===== src/rtl/wr_burst_packer.sv =====
// Packs BURST_LEN beats popped from the write-data FIFO into one wide burst word,
// with a flush path that emits a partial burst and a per-beat valid mask.
module wr_burst_packer #(
  parameter int WIDTH     = 8,
  parameter int BURST_LEN = 8
) (
  input  logic                       clk,
  input  logic                       rst_n,
  input  logic                       fifo_rempty,
  output logic                       fifo_rinc,
  input  logic [WIDTH-1:0]           fifo_rdata,
  input  logic                       flush_req,
  output logic                       flush_done,
  output logic                       out_valid,
  input  logic                       out_ready,
  output logic [WIDTH*BURST_LEN-1:0] out_data,
  output logic [BURST_LEN-1:0]       out_mask,
  output logic                       busy
);

  localparam int CW = $clog2(BURST_LEN + 1);
  localparam logic [CW-1:0] FULL = CW'(BURST_LEN);

  typedef enum logic {FILL, HOLD} state_t;

  state_t                     state, state_next;
  logic [CW-1:0]              issued, issued_next;
  logic [CW-1:0]              captured, captured_next;
  logic                       inflight;
  logic                       flush_pend, flush_pend_next;
  logic                       flush_done_q, flush_done_next;
  logic [WIDTH*BURST_LEN-1:0] data_q, data_next;
  logic [BURST_LEN-1:0]       mask_q, mask_next;

  always_ff @(posedge clk or negedge rst_n) begin
    if (!rst_n) begin
      state        <= FILL;
      issued       <= '0;
      captured     <= '0;
      inflight     <= 1'b0;
      flush_pend   <= 1'b0;
      flush_done_q <= 1'b0;
      data_q       <= '0;
      mask_q       <= '0;
    end else begin
      state        <= state_next;
      issued       <= issued_next;
      captured     <= captured_next;
      inflight     <= fifo_rinc;
      flush_pend   <= flush_pend_next;
      flush_done_q <= flush_done_next;
      data_q       <= data_next;
      mask_q       <= mask_next;
    end
  end

  always_comb begin
    state_next      = state;
    issued_next     = issued;
    captured_next   = captured;
    flush_pend_next = flush_pend;
    flush_done_next = 1'b0;
    data_next       = data_q;
    mask_next       = mask_q;
    fifo_rinc       = (state == FILL) && !fifo_rempty && (issued < FULL) && !flush_pend;

    case (state)
      FILL: begin
        if (fifo_rinc) issued_next = issued + 1'b1;

        if (inflight) begin
          for (int k = 0; k < BURST_LEN; k++) begin
            if (captured == CW'(k)) begin
              data_next[k*WIDTH +: WIDTH] = fifo_rdata;
              mask_next[k]                = 1'b1;
            end
          end
          captured_next = captured + 1'b1;
        end

        // A flush arriving with the final pop is moot: the burst completes anyway.
        if (flush_req && !flush_pend && (issued_next != FULL)) begin
          if ((captured == '0) && !inflight && !fifo_rinc) flush_done_next = 1'b1;
          else                                             flush_pend_next = 1'b1;
        end

        if (captured_next == FULL) begin
          state_next = HOLD;
        end else if (flush_pend && !inflight) begin
          if (captured != '0) begin
            state_next = HOLD;
          end else begin
            flush_pend_next = 1'b0;
            flush_done_next = 1'b1;
          end
        end
      end

      HOLD: begin
        if (out_ready) begin
          state_next      = FILL;
          issued_next     = '0;
          captured_next   = '0;
          data_next       = '0;
          mask_next       = '0;
          flush_pend_next = 1'b0;
          flush_done_next = flush_pend;
        end
      end

      default: state_next = FILL;
    endcase
  end

  assign out_valid  = (state == HOLD);
  assign out_data   = data_q;
  assign out_mask   = mask_q;
  assign flush_done = flush_done_q;
  assign busy       = (captured != '0) || inflight || (state == HOLD);

endmodule

===== config.mk =====
export PLATFORM = sky130hd
export DESIGN_NAME = wr_burst_packer
export DESIGN_NICKNAME = d
export VERILOG_FILES = /design/src/rtl/wr_burst_packer.sv
export SDC_FILE = /design/constraint.sdc
export NUM_CORES = 1
export LEC_CHECK = 0
export ABC_CLOCK_PERIOD_IN_PS = 2380
export CAP_MARGIN = 25
export CORE_ASPECT_RATIO = 1.2
export CORE_MARGIN = 4
export CORE_UTILIZATION = 49
export DETAILED_ROUTE_END_ITERATION = 6
export GPL_TIMING_DRIVEN = 0
export PLACE_DENSITY = 0.92
export RECOVER_POWER = 100
export SLEW_MARGIN = 20
export SYNTH_ARGS = -nofsm -noshare
export SYNTH_HDL_FRONTEND = slang
export SYNTH_SLANG_ARGS = --single-unit

===== constraint.sdc =====
create_clock -name clk -period 2.38 [get_ports clk]
set_clock_uncertainty 0.1 [all_clocks]
set_input_delay 0.476 -clock clk [delete_from_list [all_inputs] [get_ports clk]]
set_output_delay 0.476 -clock clk [all_outputs]
set_load 0.02 [all_outputs]

==> flow_metrics.env <==
export IMPL_netlist_area_um2=3568
export IMPL_synth_top_area_share_pct=58.91
export IMPL_core_region_area_um2=6978
export IMPL_routed_wirelength_um=8804
export IMPL_path_common_cell="inv_2"
export IMPL_num_vias=2809
export IMPL_place_worst_setup_slack_ps=-441.8
export IMPL_timing_reg2reg_setup_slack_ps=240
export IMPL_finish_utilization_pct=70.00
export IMPL_synth_nets=324
export IMPL_cp_depth=6
export IMPL_die_width_um=85.90
export IMPL_max_cap_violations=0
export IMPL_cts_root_buf="clkbuf_8"
export IMPL_cts_max_level=3
export IMPL_syn_avg_cell_area_um2=11.66
export IMPL_design_die_area_um2=8717
export IMPL_vias_per_cell=5.530
export IMPL_drc=0
export IMPL_ioPinCount=89
export IMPL_finalSetupViolations=1
export IMPL_tritoncts_clock_tree="built"
export IMPL_layout_nets=434
export IMPL_crit_required_ps=1800
export IMPL_number_of_cells_on_the_worst_reg_to_reg_path=6
export IMPL_power_density_nw_per_um2=1419
export IMPL_first_global_vias=2875
export IMPL_worst_ep_arrival_time_ps=1840
export IMPL_synth_area_leader="dfrtp_1"
export IMPL_crit_start="captured[0]"
export IMPL_dp_cells=482
export IMPL_grt_pass1_wl_um=14570
export IMPL_cpPeakStageDelay_ps=420
export IMPL_max_vdd_ir_drop_v=0.0006627
export IMPL_path_clk_slew_ps=80
export IMPL_initial_core_util_pct=51.14
export IMPL_place_area_um2=4576
export IMPL_cpMaxStageDelayCell="dfrtp_2"
export IMPL_wire_per_inst_um=17.33
export IMPL_filler_cell_count=509
export IMPL_multi_input_comb_area_um2=1350
export IMPL_yosys_most_used_dff="dfrtp_1"
export IMPL_fin_cells=508
export IMPL_crit_end="busy"
export IMPL_hold_path_class="register to register"
export IMPL_timing_final_ws_setup_ps=-37.15
export IMPL_ctsLongestPathBuffers=2
export IMPL_status="complete, but fails checks"
export IMPL_synth_async_reset_ratio_pct=100.0
export IMPL_violations="setup timing"
export IMPL_cell_count_after_synthesis=306
export IMPL_insertion_delay_ps=360
export IMPL_fraction_of_layout_cells_with_a_size_suffix_above_1_pct=17.58
export IMPL_io_buffer_count=88
export IMPL_worst_r2r_endpoint="out_data[34]"
export IMPL_worst_r2r_startpoint="out_valid"
export IMPL_diodes=0
export IMPL_area_delta_synth_final_pct=36.89
export IMPL_final_cycle_utilization_of_the_critical_path_pct=101.6
export IMPL_max_slew_margin_pct=30.80
export IMPL_cts_sink_cnt=84
export IMPL_cpLargestDelayFamily="simple AND/OR/NAND/NOR gates"
export IMPL_number_of_antenna_violations_at_the_first_check_in_global_routing=0
export IMPL_detailroute_wirelength_met3_um=553
export IMPL_count_of_unique_library_cells_instantiated_by_yosys=36
export IMPL_ant_nets=0
export IMPL_criticalPathCategory="register to output pin"
export IMPL_grt_total_usage_pct=21.55
export IMPL_fp_dieH_um=101.5
export IMPL_numCtsBuffers=9
export IMPL_yosysWarnings=0
export IMPL_wl_met1_um=3498
export IMPL_final_design_area_no_fill_um2=4885
export IMPL_grt_max_degree=44
export IMPL_initialDrtViolationCount=96
export IMPL_grt_overflow=0
export IMPL_max_clock_freq_ghz=0.4137
export IMPL_worst_slew_pin_slew_ps=1038
export IMPL_worst_path_buf_inv=3
export IMPL_timing_max_transition_violations_final=0
export IMPL_std_cell_rows=33
export IMPL_final_hold_viol_count=0
export IMPL_crit_end_element="output pin"
export IMPL_synth_ff_latch_count=84
export IMPL_top_signal_layer_used="met4"
export IMPL_place_hpwl_um=6222
export IMPL_synth_enable_flop_cells=0
export IMPL_gpl_final_weighted_congestion=0.7620
export IMPL_setup_repair_after_global_routing_missed_its_margin="yes"
export IMPL_post_route_min_period_ps=2417
export IMPL_power_static_leakage_nw=2.324
export IMPL_crit_chain="inv_2, ha_4, or3b_4, nor3_4, inv_2, buf_6"
export IMPL_worst_path_max_fanout=3
export IMPL_setup_crit_start_kind="register"
export IMPL_drt_pre_antenna_iters=5
export IMPL_seqCellArea_um2=2105
export IMPL_synth_sequential_area_ratio_pct=58.91
export IMPL_synth_area_leaders="dfrtp_1, mux2_2, nand2_1"
export IMPL_dr_wl_met2_um=4479
[cell type report]
class                           instances  share of cell area, %
Tap cell                               87                  2.228
Buffer                                 15                  1.588
Multi-Input combinational cell        198                  27.64
Clock inverter                          6                  2.305
Timing Repair Buffer                   99                  19.85
Clock buffer                           10                  2.613
Sequential cell                        84                  43.08
Inverter                                9                 0.6916
[report_power, final]
group	internal, mW	total [mW]	switching [mW]
Clock	0.699	1.21	0.512
Sequential	2.03	2.36	0.336
Combinational	1.50	3.36	1.86
[registers in the layout, summed over array words and instances, names as in the netlist]
| register | cells |
|---|---|
| out_valid | 1 |
| out_mask | 8 |
| flush_done | 1 |
| inflight | 1 |
| flush_pend | 1 |
| captured | 4 |
| out_data | 64 |
| issued | 4 |
[cell usage in the layout, fill, tap and decap left out, types with 5 or more instances in the layout]
cell type / count
a21oi_1: 12
buf_4: 10
clkbuf_1: 9
clkbuf_2: 5
clkbuf_8: 9
clkdlybuf4s50_1: 11
dfrtp_1: 82
dlygate4sd3_1: 75
inv_1: 6
mux2_2: 28
mux2i_1: 9
nand2_1: 51
nand2b_1: 8
nor2_1: 5
nor2b_1: 8
o21ai_0: 35
[timing repair]
item | in CTS | in global routing
pin swaps | 2 | 2
hold buffers | 1 | 0
endpoints found under the setup margin | 2 | 1
endpoints found under the hold margin | 13 | 0
gates resized for setup | 14 | 3
setup buffers | 4 | 5
[through the flow]
| stage | TNS [ps] | hold WS [ps] | total power [mW] |
|---|---|---|---|
| after global routing | -191.0 | 412.6 | 7.355 |
| after detailed placement | -6994 | 369.8 | 5.746 |
| after CTS | -11.09 | 388.2 | 7.089 |
| after global placement | -173670 | 362.3 | 5.605 |
| after floorplan | 0 | 80.41 | 4.184 |
| final | -37.15 | 378.7 | 6.933 |
[cell families (layout without fill, tap and decap cells)]
group | count (synthesis) | in the layout | share of synthesized area (%)
adders and majority gates | 5 | 5 | 1.753
buffers and inverters | 24 | 139 | 3.436
muxes | 37 | 37 | 11.36
and+or+nand+nor | 88 | 88 | 12.66
DFF | 84 | 84 | 58.91
xor gates and xnor gates | 6 | 6 | 1.473
AOI/OAI and AO/OA | 62 | 62 | 10.41
[worst register-to-register path, delay by kind of cell (launching register included)]
kind / cells / cell delay (ps)
buf+inv: 2 / 410
compound gates: 1 / 380
flops: 1 / 380
mux: 2 / 650
simple gates: 1 / 100
[routing by layer]
layer	vias up	GRT usage (%)
met2	109	34.66
met4	0	12.06
met5	-	0
li1	1273	-
met1	1404	27.01
met3	23	4.719
[worst min-delay path by stage]
stage	from	end	slack, ps	cells after the start
final	out_data[8]	out_data[8]	380	2
after detailed placement	out_data[8]	out_data[8]	370	2
after global routing	out_data[8]	out_data[8]	410	2
after global placement	out_data[8]	out_data[8]	360	2
after floorplan	rst_n	captured[0]	80	0
after CTS	out_data[8]	out_data[8]	390	2
[synth_stat cells (3+ instances only)]
master,instances
nor2b_1,8
buf_2,8
mux2_2,28
a21oi_4,3
o21ai_0,35
dfrtp_1,84
xnor2_1,3
nor2_1,5
ha_1,5
xor2_1,3
clkbuf_1,3
nand2b_1,8
mux2i_1,9
a21oi_1,12
inv_1,9
nand2_1,51
o22ai_1,4
nor3_1,4
Power figures use the tool's default switching activity.
